$ cat src/rtl/lewiz_fifo_pkg.sv
// Shared definitions for the asynch_fifo write side: arbiter state encoding,
// FIFO geometry defaults and a constant ceil(log2) helper.
package lewiz_fifo_pkg;

  localparam int FIFO_WIDTH = 8;
  localparam int FIFO_PTR   = 4;

  typedef enum logic {
    ARB_IDLE = 1'b0,
    ARB_XFER = 1'b1
  } arb_state_t;

  function automatic int clog2(input int n);
    int r;
    r = 0;
    for (int i = 0; i < 31; i++) begin
      if ((1 << i) < n) r = i + 1;
    end
    return r;
  endfunction

endpackage

$ cat src/rtl/fifo_wr_arb_if.sv
// Requester/FIFO write-side bundle around fifo_wr_arb; master is the arbiter,
// slave is the environment (requesters plus FIFO status).
interface fifo_wr_arb_if
  import lewiz_fifo_pkg::*;
#(
  parameter int NREQ  = 4,
  parameter int WIDTH = FIFO_WIDTH,
  parameter int PTR   = FIFO_PTR
);

  logic [NREQ-1:0]       req;
  logic [NREQ*WIDTH-1:0] req_data;
  logic [NREQ-1:0]       req_eop;
  logic [NREQ-1:0]       gnt;
  logic [NREQ-1:0]       ack;
  logic                  wren;
  logic [WIDTH-1:0]      datain;
  logic                  wrfull;
  logic [PTR:0]          wrusedw;
  logic                  busy;
  logic                  len_err;

  modport master (
    input  req, req_data, req_eop, wrfull, wrusedw,
    output gnt, ack, wren, datain, busy, len_err
  );

  modport slave (
    output req, req_data, req_eop, wrfull, wrusedw,
    input  gnt, ack, wren, datain, busy, len_err
  );

endinterface

$ cat src/rtl/fifo_wr_arb_rr_pick.sv
// Rotating-priority encoder: first set req scanning upward from last+1 (mod NREQ).
// Purely combinational; no backpressure.
module rr_pick #(
  parameter int NREQ = 4,
  parameter int IW   = 2
) (
  input  logic [NREQ-1:0] req,
  input  logic [IW-1:0]   last,
  output logic [NREQ-1:0] onehot,
  output logic [IW-1:0]   index,
  output logic            vld
);

  always_comb begin
    logic [IW-1:0] p;
    onehot = '0;
    index  = '0;
    vld    = 1'b0;
    p      = '0;
    for (int k = 1; k <= NREQ; k++) begin
      p = IW'((int'(last) + k) % NREQ);
      if (!vld && req[p]) begin
        vld       = 1'b1;
        onehot[p] = 1'b1;
        index     = p;
      end
    end
  end

endmodule

$ cat src/rtl/fifo_wr_arb.sv
// Packet-level round-robin arbiter for the asynch_fifo write port; grant lands one
// cycle after req, beats pass through combinationally, wrfull stalls the granted packet.
module fifo_wr_arb
  import lewiz_fifo_pkg::*;
#(
  parameter int NREQ   = 4,
  parameter int WIDTH  = FIFO_WIDTH,
  parameter int PTR    = FIFO_PTR,
  parameter int MAXLEN = 64
) (
  input  logic          wrclk,
  input  logic          reset,
  fifo_wr_arb_if.master arb
);

  localparam int IW = clog2(NREQ);
  localparam int CW = clog2(MAXLEN) + 1;

  arb_state_t       state;
  logic [NREQ-1:0]  gnt_q;
  logic [IW-1:0]    gidx;
  logic [IW-1:0]    last;
  logic [CW-1:0]    beat_cnt;
  logic             busy_q;
  logic             len_err_q;

  logic [NREQ-1:0]  pick_oh;
  logic [IW-1:0]    pick_idx;
  logic             pick_vld;
  logic [NREQ-1:0]  ack_c;
  logic             beat_acc;
  logic             acc_eop;
  logic             cnt_max;
  logic [WIDTH-1:0] dat_mux;
  logic             unused_wrusedw;

  rr_pick #(
    .NREQ (NREQ),
    .IW   (IW)
  ) u_rr_pick (
    .req    (arb.req),
    .last   (last),
    .onehot (pick_oh),
    .index  (pick_idx),
    .vld    (pick_vld)
  );

  // gnt_q is zero outside XFER, so this also keeps wren low while idle.
  assign ack_c    = gnt_q & arb.req & {NREQ{~arb.wrfull}};
  assign beat_acc = |ack_c;
  assign acc_eop  = |(ack_c & arb.req_eop);
  assign cnt_max  = (beat_cnt == CW'(MAXLEN - 1));

  always_comb begin
    dat_mux = '0;
    for (int i = 0; i < NREQ; i++) begin
      if (gidx == IW'(i)) dat_mux = arb.req_data[i*WIDTH +: WIDTH];
    end
  end

  assign arb.ack     = ack_c;
  assign arb.wren    = beat_acc;
  assign arb.datain  = dat_mux;
  assign arb.gnt     = gnt_q;
  assign arb.busy    = busy_q;
  assign arb.len_err = len_err_q;

  // Occupancy is carried alongside for observers only; gating uses wrfull.
  assign unused_wrusedw = ^arb.wrusedw;

  always_ff @(posedge wrclk or posedge reset) begin
    if (reset) begin
      state     <= ARB_IDLE;
      gnt_q     <= '0;
      gidx      <= '0;
      last      <= IW'(NREQ - 1);
      beat_cnt  <= '0;
      busy_q    <= 1'b0;
      len_err_q <= 1'b0;
    end else begin
      len_err_q <= 1'b0;
      case (state)
        ARB_IDLE: begin
          if (pick_vld) begin
            gnt_q  <= pick_oh;
            gidx   <= pick_idx;
            busy_q <= 1'b1;
            state  <= ARB_XFER;
          end
        end
        ARB_XFER: begin
          if (beat_acc) begin
            // An over-long packet is cut here; its tail re-arbitrates as a new packet.
            if (acc_eop || cnt_max) begin
              gnt_q     <= '0;
              busy_q    <= 1'b0;
              last      <= gidx;
              beat_cnt  <= '0;
              len_err_q <= ~acc_eop;
              state     <= ARB_IDLE;
            end else begin
              beat_cnt <= beat_cnt + CW'(1);
            end
          end
        end
        default: state <= ARB_IDLE;
      endcase
    end
  end

endmodule

$ cat src/flat_wrapper.sv
// flat-port wrapper written by rule: the top's interface ports become plain ports
module fifo_wr_arb_flat import lewiz_fifo_pkg::*;
#(
  parameter int NREQ   = 4,
  parameter int WIDTH  = FIFO_WIDTH,
  parameter int PTR    = FIFO_PTR,
  parameter int MAXLEN = 64
)
  (wrclk, reset, arb_req, arb_req_data, arb_req_eop, arb_wrfull, arb_wrusedw, arb_gnt, arb_ack, arb_wren, arb_datain, arb_busy, arb_len_err);
  fifo_wr_arb_if #(.NREQ(NREQ), .WIDTH(WIDTH), .PTR(PTR)) arb_i ();
  input  logic wrclk;
  input  logic reset;
  input wire logic [$bits(arb_i.req)-1:0] arb_req;
  input wire logic [$bits(arb_i.req_data)-1:0] arb_req_data;
  input wire logic [$bits(arb_i.req_eop)-1:0] arb_req_eop;
  input wire logic [$bits(arb_i.wrfull)-1:0] arb_wrfull;
  input wire logic [$bits(arb_i.wrusedw)-1:0] arb_wrusedw;
  output wire logic [$bits(arb_i.gnt)-1:0] arb_gnt;
  output wire logic [$bits(arb_i.ack)-1:0] arb_ack;
  output wire logic [$bits(arb_i.wren)-1:0] arb_wren;
  output wire logic [$bits(arb_i.datain)-1:0] arb_datain;
  output wire logic [$bits(arb_i.busy)-1:0] arb_busy;
  output wire logic [$bits(arb_i.len_err)-1:0] arb_len_err;
  assign arb_i.req = arb_req;
  assign arb_i.req_data = arb_req_data;
  assign arb_i.req_eop = arb_req_eop;
  assign arb_i.wrfull = arb_wrfull;
  assign arb_i.wrusedw = arb_wrusedw;
  assign arb_gnt = arb_i.gnt;
  assign arb_ack = arb_i.ack;
  assign arb_wren = arb_i.wren;
  assign arb_datain = arb_i.datain;
  assign arb_busy = arb_i.busy;
  assign arb_len_err = arb_i.len_err;
  fifo_wr_arb #(.NREQ(NREQ), .WIDTH(WIDTH), .PTR(PTR), .MAXLEN(MAXLEN)) u_core (.wrclk(wrclk), .reset(reset), .arb(arb_i));
endmodule
$ cat config.mk
export PLATFORM = sky130hd
export DESIGN_NAME = fifo_wr_arb_flat
export DESIGN_NICKNAME = d
export VERILOG_FILES = /design/src/rtl/lewiz_fifo_pkg.sv /design/src/rtl/fifo_wr_arb_if.sv /design/src/rtl/fifo_wr_arb_rr_pick.sv /design/src/rtl/fifo_wr_arb.sv /design/src/flat_wrapper.sv
export SDC_FILE = /design/constraint.sdc
export NUM_CORES = 1
export LEC_CHECK = 0
export CAP_MARGIN = 20
export CORE_ASPECT_RATIO = 0.75
export CORE_MARGIN = 5
export CORE_UTILIZATION = 44
export CTS_CLUSTER_SIZE = 30
export DETAILED_ROUTE_END_ITERATION = 10
export GPL_ROUTABILITY_DRIVEN = 0
export HOLD_SLACK_MARGIN = 0.05
export PLACE_DENSITY_LB_ADDON = 0.12
export SLEW_MARGIN = 20
export SYNTH_ARGS = -nofsm -noshare
export SYNTH_HDL_FRONTEND = slang
export SYNTH_HIERARCHICAL = 1
export SYNTH_SLANG_ARGS = --single-unit
export TNS_END_PERCENT = 10
$ cat constraint.sdc
create_clock -name wrclk -period 3.3 [get_ports wrclk]
set_input_delay 0.66 -clock wrclk [delete_from_list [all_inputs] [get_ports wrclk]]
set_output_delay 0.66 -clock wrclk [all_outputs]
set_load 0.02 [all_outputs]
==> metrics <==
status=finished, final reports clean; DRC=0; Layout Nets=313; most common cell in the netlist=nand2_1; routed wl met2=2.11 mm; sw power=828 uW; area grow syn2layout=40.3%; biggest area consumer among synthesized cells=dfrtp_1; H-tree depth=1; Worst Skew=0.00225 ns; Warnings, synthesis=6; commonest cells in the netlist=nand2_1, dfrtp_1, inv_1, nor2_1, o21ai_0; power per cell area=742 nW/um^2; period utilization=85.7%; FF+latch count, synth=18; n_diodes=0; Setup crit start=arb_req[0]; Worst-path clk slew=0.07 ns; Mapped Avg Cell Area=8.77 sq um; vias per cell=5.83; setup TNS=0 ns; post-CTS setup buffer count=0; DRT Wirelength=5.23 mm; Clk network pwr share=10.4%; max_slew headroom=54.9%; Starting Density=46.3%; CTS tree=built; Mapped Nets=254; Final Core Density=65.0%; combinational share of power=66.1%; Mapped Cells=197; Iter 0 DRT Violations=128; max-slew violation count=0; PostCTS Resize Cnt=0; CP startpoint kind=input pin; Clk Latency, worst-skew pair=0.26 ns; sequential-to-total area share from yosys stat=26.2%; # rows=19; initial antenna violation count=0; Die H=64.3 um; slew at the pin closest to its max-slew limit=0.675 ns; Tot GR Track Use=20.3%; Placeable Area=3730 sq um; Leakage=0.000937 uW; Tmin final=2.83 ns; via count=1789; hold path startpoint=u_core/beat_cnt[6]$_DFFE_PP0P_; Congestion Overflow GR=0; top_reg_cell synth=dfrtp_1; worst-path maximum fanout=3; clock buffer count from CTS=3; DR WL/cell=17.0 um; RSZ-0062 raised after global routing=no; Hold Buf Count CTS=0; Seq pwr share=23.5%; largest net degree at the start of global routing=21; M1 wire length=2.39 mm; vias in the first global route=1687; Die Wd=82.4 um; die area=5290 sq um; layout cells sized above 1=11.0%; IO Count=67; Clock Path Buffers=2; Hold Fails Final Rpt=0; worst hold-check path type=reg -> reg; Finished Cell Area=2420 sq um; top cells by area, synth=dfrtp_1, mux4_2, ha_1, nand2_1, inv_1; final setup vio count=0; DRT Pass-1 Iters=4; Pint=972 uW; metal3 WL=647 um; Final ANT Viol Nets=0; HPWL after DPL=4.06 mm; Sw Ratio=46.0%; Highest Signal Layer=met4; f_max=0.354 GHz; arrival time worst endpoint=2.17 ns; Max Cap Viol=0; Synth top area share=23.2%; synth unique cells=42; Synth async-reset ratio=100%; Reg2Reg Launch Point=u_core/last[1]$_DFFE_PP1P_; number of synthesized flops with an enable pin=0; cell area after placement=2370 sq um; Min Hold Slack=0.530 ns; Critical Path Sink Type=output port; port bufs=61; cell at the root of the clock tree=clkbuf_8; Post-Syn Area=1730 sq um; Clock Sinks=18; Setup Crit Path Kind=in -> out; maximum vdd drop=0.455 mV; Crit path required time=2.64 ns; global-route wire length before repair=8.31 mm
## per-layer routing
| layer | GRT usage, % | vias up |
|---|---|---|
| li1 | - | 856 |
| met1 | 29.1 | 838 |
| met2 | 29.5 | 89 |
| met3 | 5.76 | 6 |
| met4 | 6.02 | 0 |
| met5 | 0 | - |
## state kept, by name, summed over array words and instances (netlist names)
signal	count
u_core/state	1
u_core/arb.busy	1
u_core/last	2
u_core/arb.gnt	4
u_core/arb.len_err	1
u_core/gidx	2
u_core/beat_cnt	7
## cell usage in the layout (no fill, tap or decap), types with 2 or more instances in the layout
cell type	instances
a21oi_1	6
mux4_2	10
inv_1	15
a31oi_1	7
dfstp_2	2
or3_1	5
nand2_1	30
mux2i_1	3
nand4_1	7
mux2_2	4
nand4b_1	4
a311o_1	2
buf_4	6
nor2_1	14
nor3_1	4
o21ai_0	11
or4_1	2
o31ai_1	4
clkbuf_8	4
ha_1	9
nand3_1	5
a2111o_1	4
nand2b_1	2
dfrtp_1	16
clkdlybuf4s50_1	61
a211oi_1	3
## cell type report
cell class / instances / area, sq um
Fill cell: 327 / 1310
Tap cell: 52 / 65.1
Inverter: 15 / 56.3
Clock buffer: 4 / 55.1
Multi-Input combinational cell: 151 / 1140
Sequential cell: 18 / 453
Timing Repair Buffer: 67 / 656
## worst max-delay path: stages
cell and delay, ns:
clkdlybuf4s50_1 0.50, nand2_1 0.10, a31oi_1 0.25, clkdlybuf4s50_1 0.65
## power groups by stage
stage | clock, uW | sequential [uW] | combinational [uW]
after global placement | 0 | 424 | 1170
after CTS | 191 | 424 | 1190
after detailed placement | 0 | 427 | 1180
after floorplan | 0 | 410 | 826
after global routing | 206 | 442 | 1290
final | 188 | 422 | 1190
## kinds of logic after synthesis
kind of cell,Yosys count,synth area share (%)
buf+inv,28,7.82
flops,18,26.2
mux,17,17.4
fa+ha+maj,9,6.52
simple gates,79,23.0
compound gates,46,19.1
## metrics by stage
stage	setup slack, ns	total power, uW	std cells
3_3_place_gp	0.447	1600	303
4_1_cts	0.457	1800	307
2_1_floorplan	0.656	1240	197
5_1_grt	0.365	1940	307
3_5_place_dp	0.458	1610	303
6_report	0.472	1800	307
## worst paths after layout
kind | to | cells past startpoint | slack, ns
max | arb_wren | 4 | 0.47
max in group asynchronous | u_core/beat_cnt[5]$_DFFE_PP0P_ | 2 | 2.08
min | u_core/beat_cnt[6]$_DFFE_PP0P_ | 1 | 0.53
min in group asynchronous | u_core/beat_cnt[1]$_DFFE_PP0P_ | 2 | 0.79
min reg2reg | u_core/beat_cnt[6]$_DFFE_PP0P_ | 1 | 0.53
max reg2reg | u_core/arb.gnt[2]$_DFFE_PP0P_ | 8 | 0.75
No activity file was read; power rests on OpenSTA's default activity.
